`config.mk`:
```
export PLATFORM = sky130hd
export DESIGN_NAME = chany_track_pipe
export DESIGN_NICKNAME = d
export VERILOG_FILES = /design/src/rtl/chany_track_pipe.sv
export SDC_FILE = /design/constraint.sdc
export NUM_CORES = 1
export LEC_CHECK = 0
export CORE_AREA = 3 3 168 170
export DETAILED_ROUTE_END_ITERATION = 6
export DIE_AREA = 0 0 171 173
export PLACE_DENSITY = 0.82
export SLEW_MARGIN = 15
export SYNTH_ARGS = -nofsm -noshare
export SYNTH_HDL_FRONTEND = slang
export SYNTH_SLANG_ARGS = --single-unit
```
`constraint.sdc`:
```
create_clock -name clk -period 1.76 [get_ports clk]
set_input_delay 0.176 -clock clk [delete_from_list [all_inputs] [get_ports clk]]
set_output_delay 0.176 -clock clk [all_outputs]
set_load 0.02 [all_outputs]
```
`src/rtl/chany_track_pipe.sv`:
```
// Per-track bypass / retiming stage for vertical routing channels, configured by a serial chain.
// Optional macro CHANY_PIPE_TWO_STAGE_EN adds the second retiming flop used by mode 10.
module chany_track_pipe #(
    parameter int WIDTH = 32
) (
    input  logic             clk,
    input  logic             rst_n,
    input  logic [0:WIDTH-1] chany_top_in,
    input  logic [0:WIDTH-1] chany_bottom_in,
    output logic [0:WIDTH-1] chany_top_out,
    output logic [0:WIDTH-1] chany_bottom_out,
    input  logic             ccff_head,
    input  logic             ccff_en,
    output logic             ccff_tail,
    output logic             cfg_valid
);

    localparam int CHAIN  = 4 * WIDTH;
    localparam int CW     = $clog2(CHAIN);
    localparam int TRACKS = 2 * WIDTH;
    localparam logic [CW-1:0] LAST = CW'(CHAIN - 1);

    typedef enum logic [1:0] {
        MODE_BYPASS = 2'b00,
        MODE_ONE    = 2'b01,
        MODE_TWO    = 2'b10,
        MODE_HOLD   = 2'b11
    } mode_e;

    logic [0:CHAIN-1]  sr;
    logic [0:CHAIN-1]  sr_next;
    logic [0:CHAIN-1]  shadow;
    logic [CW-1:0]     cnt;
    logic [0:TRACKS-1] din;
    logic [0:TRACKS-1] q1;
    logic [0:TRACKS-1] dout;
    mode_e             mode [TRACKS];

    // Top tracks occupy slots 0..WIDTH-1, bottom tracks WIDTH..2*WIDTH-1, so
    // slot t always reads its mode from shadow[2t] (MSB) and shadow[2t+1].
    assign din              = {chany_top_in, chany_bottom_in};
    assign chany_top_out    = dout[0:WIDTH-1];
    assign chany_bottom_out = dout[WIDTH:TRACKS-1];
    assign ccff_tail        = sr[CHAIN-1];
    assign sr_next          = {ccff_head, sr[0:CHAIN-2]};

    // NOTE: every flop here is reset, including the wide chain and shadow, so
    // that reset reliably returns all tracks to bypass.
    always_ff @(posedge clk or negedge rst_n) begin
        if (!rst_n) begin
            sr        <= '0;
            shadow    <= '0;
            cnt       <= '0;
            cfg_valid <= 1'b0;
        end else if (ccff_en) begin
            // NOTE: non-blocking assignments so shadow captures sr_next, the
            // chain value including the bit entering on this edge.
            sr <= sr_next;
            if (cnt == LAST) begin
                cnt       <= '0;
                shadow    <= sr_next;
                cfg_valid <= 1'b1;
            end else begin
                cnt <= cnt + CW'(1);
            end
        end
    end

    always_comb begin
        for (int t = 0; t < TRACKS; t++) begin
            mode[t] = mode_e'({shadow[2*t], shadow[2*t+1]});
        end
    end

    always_ff @(posedge clk or negedge rst_n) begin
        if (!rst_n) begin
            q1 <= '0;
        end else begin
            for (int t = 0; t < TRACKS; t++) begin
                if (mode[t] != MODE_HOLD) q1[t] <= din[t];
            end
        end
    end

`ifdef CHANY_PIPE_TWO_STAGE_EN
    logic [0:TRACKS-1] q2;

    always_ff @(posedge clk or negedge rst_n) begin
        if (!rst_n) q2 <= '0;
        else        q2 <= q1;
    end
`endif

    // NOTE: dout gets a default before the case so no latch is inferred.
    always_comb begin
        dout = din;
        for (int t = 0; t < TRACKS; t++) begin
            case (mode[t])
                MODE_BYPASS: dout[t] = din[t];
                MODE_ONE:    dout[t] = q1[t];
`ifdef CHANY_PIPE_TWO_STAGE_EN
                MODE_TWO:    dout[t] = q2[t];
`else
                MODE_TWO:    dout[t] = q1[t];
`endif
                MODE_HOLD:   dout[t] = q1[t];
                default:     dout[t] = din[t];
            endcase
        end
    end

endmodule

```
# Yosys cells after proc, flatten, opt, wreduce, memory -nomap -nowiden

Index checks and enable logic that the tools add are counted.

Add/sub/neg operators: 1
Equality and inequality tests: 257
Multiplexer cells: 65
Reduce and logical (&&, ||, !) cells: 129

Operator list:

| kind                  | count |
|---|---|
| $eq A2 B2 Y1 const B  | 128 |
| $reduce_or A3 Y1      | 64 |
| $eq A2 B1 Y1 const B  | 64 |
| $logic_not A2 Y1      | 64 |
| $ne A2 B2 Y1 const B  | 64 |
| $pmux W1 S2           | 64 |
| $add A7 B1 Y7 const B | 1 |
| $eq A7 B7 Y1 const B  | 1 |
| $mux W7               | 1 |
| $reduce_and A2 Y1     | 1 |

Register bits: 328
Input bits: 68
Output and inout bits: 66
Word-level logic and storage cells: 520

# Longest topological paths before layout

Depth in word-level cells: 3
Mapped depth: 6
Mapped depth without buffers: 4

# Least setup slack after synthesis

Ideal clock, no wire load.

Path kind: register to register
Start point: register cnt[0]
End point: register shadow (netlist bit mode[100])
Library setup time: 0.125 ns
Arrival time: 1.570 ns
Data required time: 1.635 ns
Slack: 0.065 ns
Stages on the path, launching flop included: 7
Buffers on the path: 2
Period minus slack after synthesis: 1.695 ns
Cells stage by stage: dfrtp_1 -> ha_1 -> nand4_2 -> nor2_4 -> buf_12 -> buf_12 -> mux2_4

Cells in the longest elaborated chain, start to end: 2

RTL lines:

| element                     | RTL line | source |
|---|---|---|
| start, declared             | 33       | `logic [CW-1:0] cnt;` |
| start signal, assigned      | 64       | `cnt <= cnt + CW'(1);` |
| $eq A7 B7 Y1                | 59       | `if (cnt == LAST) begin` |
| $reduce_and A2 Y1 (no line) | --       |  |
| end signal, assigned        | 61       | `shadow <= sr_next;` |
| end, declared               | 32       | `logic [0:CHAIN-1] shadow;` |

Every way passes these cells.
A chain may end at the register's enable or synchronous reset.

# Worst setup path after layout

Start point: register shadow (netlist bit mode[62])
End point: output chany_bottom_out[0] in the netlist's numbering

Cells in the longest elaborated chain, start to end: 3
Elaborated cells on any way between the ends: 6
Classes of those cells: eq/ne: 3; mux: 1; reduce/logical: 2

RTL lines:

| element                                             | RTL line | source |
|---|---|---|
| $eq A2 B2 Y1 / $eq A2 B1 Y1 (equally long branches) | 98       | `case (mode[t])` |
| $reduce_or A3 Y1 (no line)                          | --       |  |
| $pmux W1 S2 (*)                                     | 98       |  |
| end, declared                                       | 11       | `output logic [0:WIDTH-1] chany_bottom_out,` |

Mark *: on every way between the ends. The rest lies on a longest branch, timed or not.

==> impl_metrics.toml <==
[critical_path]
cpPeakStageDelay_ps = 400
slowest_stage = "dfrtp_1"
r2r_end = "mode[121]"
path_buf_inv = 1
critPathTopFamily = "flip-flops"
path_class = "reg -> out"
start_kind = "flop"
worst-endpoint-arrival_ps = 1550
r2r_slack_ps = 80
rr_startpoint = "cnt[0]"
endpoint_kind = "output pin"
crit_required_ps = 1580
crit_path_cell_trace = "nor2_2, mux2_2, buf_2"
reg2reg_depth = 6
cp_max_fo = 3

[floorplanning]
initial_utilization_pct = 51.7
design.core.area_um2 = 26900
die_x_um = 171
rows = 60
die_area_um2 = 29600
ioPinCount = 134
die_h_um = 173

[sta]
whs_ps = 98.2
fmax_mhz = 579
fin_ws_ps = 31.7
finalCriticalPeriod_ps = 1730
finalHoldViolCount = 0
fin_crit_sh_pct = 98.2
setup_tns_ps = 0
setup-violations-final = 0
slew_viol_final = 0
skew_ps = 15.7
maxSlewHeadroom_pct = 62.8
tightest_slew_ps = 559

[clock_network]
clk_pin_slew_worst_paths_ps = 60
cts_tree = "yes"
clk_latency_ps = 500
cts_root_buffer = "clkbuf_16"
cts_buffers = 35
clock-sinks = 328
htree_levels = 2
cts_max_path_buffers = 3

[power]
static-leakage-power_nw = 8.15
pwr_density_cell_nw_per_um2 = 977
vdd.ir_drop.worst_uv = 721

[yosys]
ys.flop_type = "dfrtp_1"
synth_cell_types = 25
ys_warn_count = 0
seq_area_frac_synth_pct = 59.1
syn_avg_cell_area_um2 = 15.5
synthTopCellsByArea = "dfrtp_1, mux2_2, mux2_4, nand2_1, nor2_1"
synth.ff_latch_count = 328
synth_largest_area_cell = "dfrtp_1"
async_reset_ff_share_pct = 100
synth_top_area_share_pct = 59.1
synth_edf_count = 0
syn-instance-count = 894
syn-cell-area_um2 = 13900
syn-num-nets = 963

[drt]
wl_per_cell_um = 16.4
first_iter_violations = 334
antenna_left = 0
vias = 7605
viasPerCell = 5.15
wirelength_mm = 24.2
drt_first_pass_iters = 4
drc = 0

[grt]
track_usage_pct = 16.5
grt_overflow = 0
grt_max_degree = 92
grt_pass1_wl_mm = 40.6
grt_pass1_vias = 8029
antenna_found_initial = 0

[placed_design]
gp_congestion = 0.697
portBuffers = 133
post-dp-hpwl_mm = 15.0
preCtsSetupSlack_ps = 54.8
placedCellCount = 1368

[flow_run]
drv_cap = 0

[cells_and_area]
nets = 1181
areaGrowthSynthToFinish_pct = 23.1
n_antenna_cell = 0
instances_no_fill = 1476
drive_gt1_share_pct = 53.7
fillCellCount = 1957

[worst_hold_path]
whs_endpoint = "cnt[3]"
hp-class = "in -> reg"
holdCritStartpoint = "ccff_en"
min_delay_path_depth = 4

[run_status]
status = "finished clean"
-- timing repair --
action | 4_1_cts | 5_1_grt
hold buffers | 1 | 0
resized for setup | 271 | 56
buffers inserted | 15 | 32
cloned | 0 | 0
endpoints found under the setup margin | 64 | 118
pin swaps | 4 | 25
hold endpoints to repair | 328 | 0
-- cell families (layout without fill, tap and decap cells) --
family | Yosys count | after routing | synth area share [%]
buf+inv | 30 | 271 | 2.37
compound gates | 7 | 7 | 0.333
simple gates | 140 | 140 | 3.97
fa+ha+maj | 1 | 1 | 0.0901
mux | 385 | 385 | 33.9
xor+xnor | 3 | 3 | 0.189
flops | 328 | 328 | 59.1
-- routing by layer --
| layer | global-route usage (%) | wire length (um) | vias up |
|---|---|---|---|
| met5 | 0 | 0 | - |
| met4 | 3.76 | 375 | 0 |
| met3 | 3.38 | 913 | 32 |
| met2 | 27.1 | 11900 | 118 |
| met1 | 22.7 | 11000 | 3878 |
| li1 | - | - | 3577 |
-- synth_stat cells (2+ instances only) --
cell type and n:
buf_12 11, buf_2 15, buf_6 2, dfrtp_1 328, mux2_1 9, mux2_2 276
mux2_4 100, nand2_1 68, nand4_1 2, nor2_1 66, o21ai_0 2, xnor2_1 2
-- sequential cells by signal (all words and copies together), names as in the netlist --
signal and flops:
mode 128, q1 64, cfg_valid 1, sr 128, cnt 7
-- placed cells by master, fill, tap and decap left out, types with 2 or more instances in the layout --
cell type / n
dfrtp_1: 328
buf_6: 6
mux2_1: 9
clkbuf_16: 35
buf_2: 49
nor2_4: 2
buf_12: 15
mux2_2: 261
mux2_4: 115
nand4_1: 2
buf_4: 71
clkbuf_1: 6
nand2_1: 68
nor2_1: 32
nor2_2: 33
clkdlybuf4s50_1: 67
clkbuf_8: 10
o21ai_0: 2
clkinv_2: 5
xnor2_1: 2
-- layout make-up --
type                            count  area (um2)  share of cell area (%)
Inverter                            1        3.75                  0.0220
Sequential cell                   328        8210                    48.0
Multi-Input combinational cell    536        5490                    32.1
Clock buffer                       51        1040                    6.06
Tap cell                          341         427                    2.50
Timing Repair Buffer              210        1840                    10.8
Clock inverter                      9        80.1                   0.469
-- worst max path at each step --
stage / start / to / slack [ps] / cells past startpoint
2_1_floorplan: cnt[0] / mode[100] / 60 / 6
3_3_place_gp: chany_top_in[6] / chany_top_out[6] / 90 / 3
3_5_place_dp: cnt[0] / mode[121] / 50 / 6
4_1_cts: mode[62] / chany_bottom_out[0] / 3 / 3
5_1_grt: mode[73] / chany_top_out[27] / -20 / 3
6_report: mode[62] / chany_bottom_out[0] / 30 / 3
-- tightest hold or removal path: stages --
cell	delay, ps
buf_6	110
nand3_1	140
a21oi_1	50
nor2_1	80
-- report_power, final --
part           internal, W  switching [W]  total, W
combinational     0.000722       0.000580   0.00130
clock              0.00423        0.00288   0.00710
sequential         0.00797       0.000313   0.00829
total               0.0129        0.00377    0.0167
-- metrics by stage --
step | total power (W) | util (%) | instance area (um2)
5_1_grt | 0.0174 | 63.6 | 17100
6_report | 0.0167 | 63.6 | 17100
4_1_cts | 0.0169 | 62.1 | 16700
3_3_place_gp | 0.00972 | 58.5 | 15700
2_1_floorplan | 0.00907 | - | 13900
3_5_place_dp | 0.00979 | 58.5 | 15700
Note: power is estimated with default switching activity, not from simulation.
==> variant: new RTL, config.mk and constraints unchanged <==
Set the parameter `WIDTH` to 16 (it was 32).
--- a/src/rtl/chany_track_pipe.sv
+++ b/src/rtl/chany_track_pipe.sv
@@ -1,7 +1,7 @@
 // Per-track bypass / retiming stage for vertical routing channels, configured by a serial chain.
 // Optional macro CHANY_PIPE_TWO_STAGE_EN adds the second retiming flop used by mode 10.
 module chany_track_pipe #(
-    parameter int WIDTH = 32
+    parameter int WIDTH = 16
 ) (
     input  logic             clk,
     input  logic             rst_n,
Ports: changed (resized chany_bottom_in, chany_bottom_out, chany_top_in and chany_top_out); port bits go from 134 to 70. No check against the original RTL was run, so the function may have changed too.
==> variant against the unedited design <==
Worst setup slack improved by 31 ps. Wire length fell by 51%. Synthesized area fell by 51%. Design area is 50% lower. Non-clock buffer count shrank 126. Sequential cell count decreased by 161. Power decreased by 45%. Highest routed layer unchanged.
==> variant: results (changes against the unedited design) <==
INFO  metric routed_wire_length_per_instance = 13.11 um (-20%)
INFO  metric crit-reg2reg-launch = cnt[1]$_DFFE_PN0P_
INFO  metric hold-worst-slack = 123.7 ps (+25.43 ps)
INFO  metric comb_power = 0.000872 W (-33%)
INFO  metric postPlaceCellArea = 0.007963 mm^2 (-49%)
INFO  metric final.clkbuf_count = 19 (-63%)
INFO  metric tightest_slew = 376.1 ps (-182.6 ps)
INFO  metric static-leakage-power = 3.924 nW (-52%)
INFO  metric portion_of_netlist_area_occupied_by_mux_cells = 31.60% (-2.3 points)
INFO  metric seq_share = 48.89% (+0.86 points)
INFO  metric n_multi_input_combinational_cell = 279 (-48%)
INFO  metric run_status = complete, no violations
INFO  metric detail_routed_via_count_per_cell = 4.191 (-19%)
INFO  metric place.detailed.instances = 864 (-37%)
INFO  metric routabilityCongestion = 0.6596 (-5.3%)
INFO  metric globalRouteTotalUtil = 8.437% (-8.1 points)
INFO  metric power.share.sequential = 49.4% (-0.3 points)
INFO  metric ys_top_cells_by_count = 167 x sky130_fd_sc_hd__dfrtp_1, 165 x sky130_fd_sc_hd__mux2_2, 37 x sky130_fd_sc_hd__nand2_1, 34 x sky130_fd_sc_hd__nor2_1, 27 x sky130_fd_sc_hd__mux2_1
INFO  metric multiInputGateArea = 0.002590 mm^2 (-53%)
INFO  metric whs_path_depth = 3 (-1)
INFO  metric clock-skew-final = 10.17 ps (-5.511 ps)
INFO  metric yosys.area_share.adder = 0.1829% (+0.093 points)
INFO  metric critPathLaunch = mode[40]$_DFFE_PN0P_
INFO  metric regToRegEndpoint = mode[19]$_DFFE_PN0P_
INFO  metric first_pass_grt_wire_length = 20,060 um (-51%)
INFO  metric grt_max_degree = 67 (-27%)
INFO  metric netSwitchingPower = 0.002282 W (-39%)
INFO  metric worst_setup_path_endpoint = chany_top_out[11]
INFO  metric clk_latency = 420 ps (-80 ps)
INFO  metric nonclk_buf_count = 84 (-60%)
INFO  metric numCtsBuffers = 17 (-51%)
INFO  metric io_buffers = 69 (-48%)
INFO  metric xor_and_xnor_fraction_of_the_mapped_netlist_area = 0.3841% (+0.19 points)
INFO  metric fin_crit = 1697 ps (-31.01 ps)
INFO  metric clock_tree.htree_level_count = 4 (+2)
INFO  metric power.ir.vdd_worst = 0.0005062 V (-30%)
INFO  metric synth_area_per_cell = 14.81 um^2 (-4.6%)
INFO  metric final_cell_count_no_fill = 904 (-39%)
INFO  metric preCtsSetupSlack = 71.18 ps (+16.34 ps)
INFO  metric power_sequential = 0.00456 W (-45%)
INFO  metric yosys-top-cells-area = sky130_fd_sc_hd__dfrtp_1 61%, sky130_fd_sc_hd__mux2_2 27%, sky130_fd_sc_hd__mux2_1 4.4%, sky130_fd_sc_hd__nand2_1 2.0%, sky130_fd_sc_hd__nor2_1 1.9%
INFO  metric endpoint_with_the_worst_hold_slack = cnt[4]$_DFFE_PN0P_
INFO  metric syn_nets = 499 (-48%)
## variant: cell count changes in the layout (fill, tap and decap cells not counted), moves of 8 or more
cell,unedited run,this run
sky130_fd_sc_hd__clkbuf_8,10,2
sky130_fd_sc_hd__mux2_4,115,0
sky130_fd_sc_hd__nor2_2,33,8
sky130_fd_sc_hd__nand2_1,68,37
sky130_fd_sc_hd__buf_2,49,25
sky130_fd_sc_hd__clkdlybuf4s50_1,67,35
sky130_fd_sc_hd__mux2_2,261,165
sky130_fd_sc_hd__buf_4,71,8
sky130_fd_sc_hd__clkbuf_16,35,19
sky130_fd_sc_hd__mux2_1,9,27
sky130_fd_sc_hd__dfrtp_1,328,167
sky130_fd_sc_hd__buf_12,15,5
## variant: layer usage
| layer | vias to the layer above | GRT usage (%) | part of all wire, % |
|---|---|---|---|
| met3 | 11 | 2.401 | 2.9 |
| met5 | - | 0 | 0 |
| li1 | 1793 | - | - |
| met1 | 1940 | 10.70 | 48 |
| met4 | 0 | 3.353 | 1.3 |
| met2 | 45 | 13.56 | 48 |
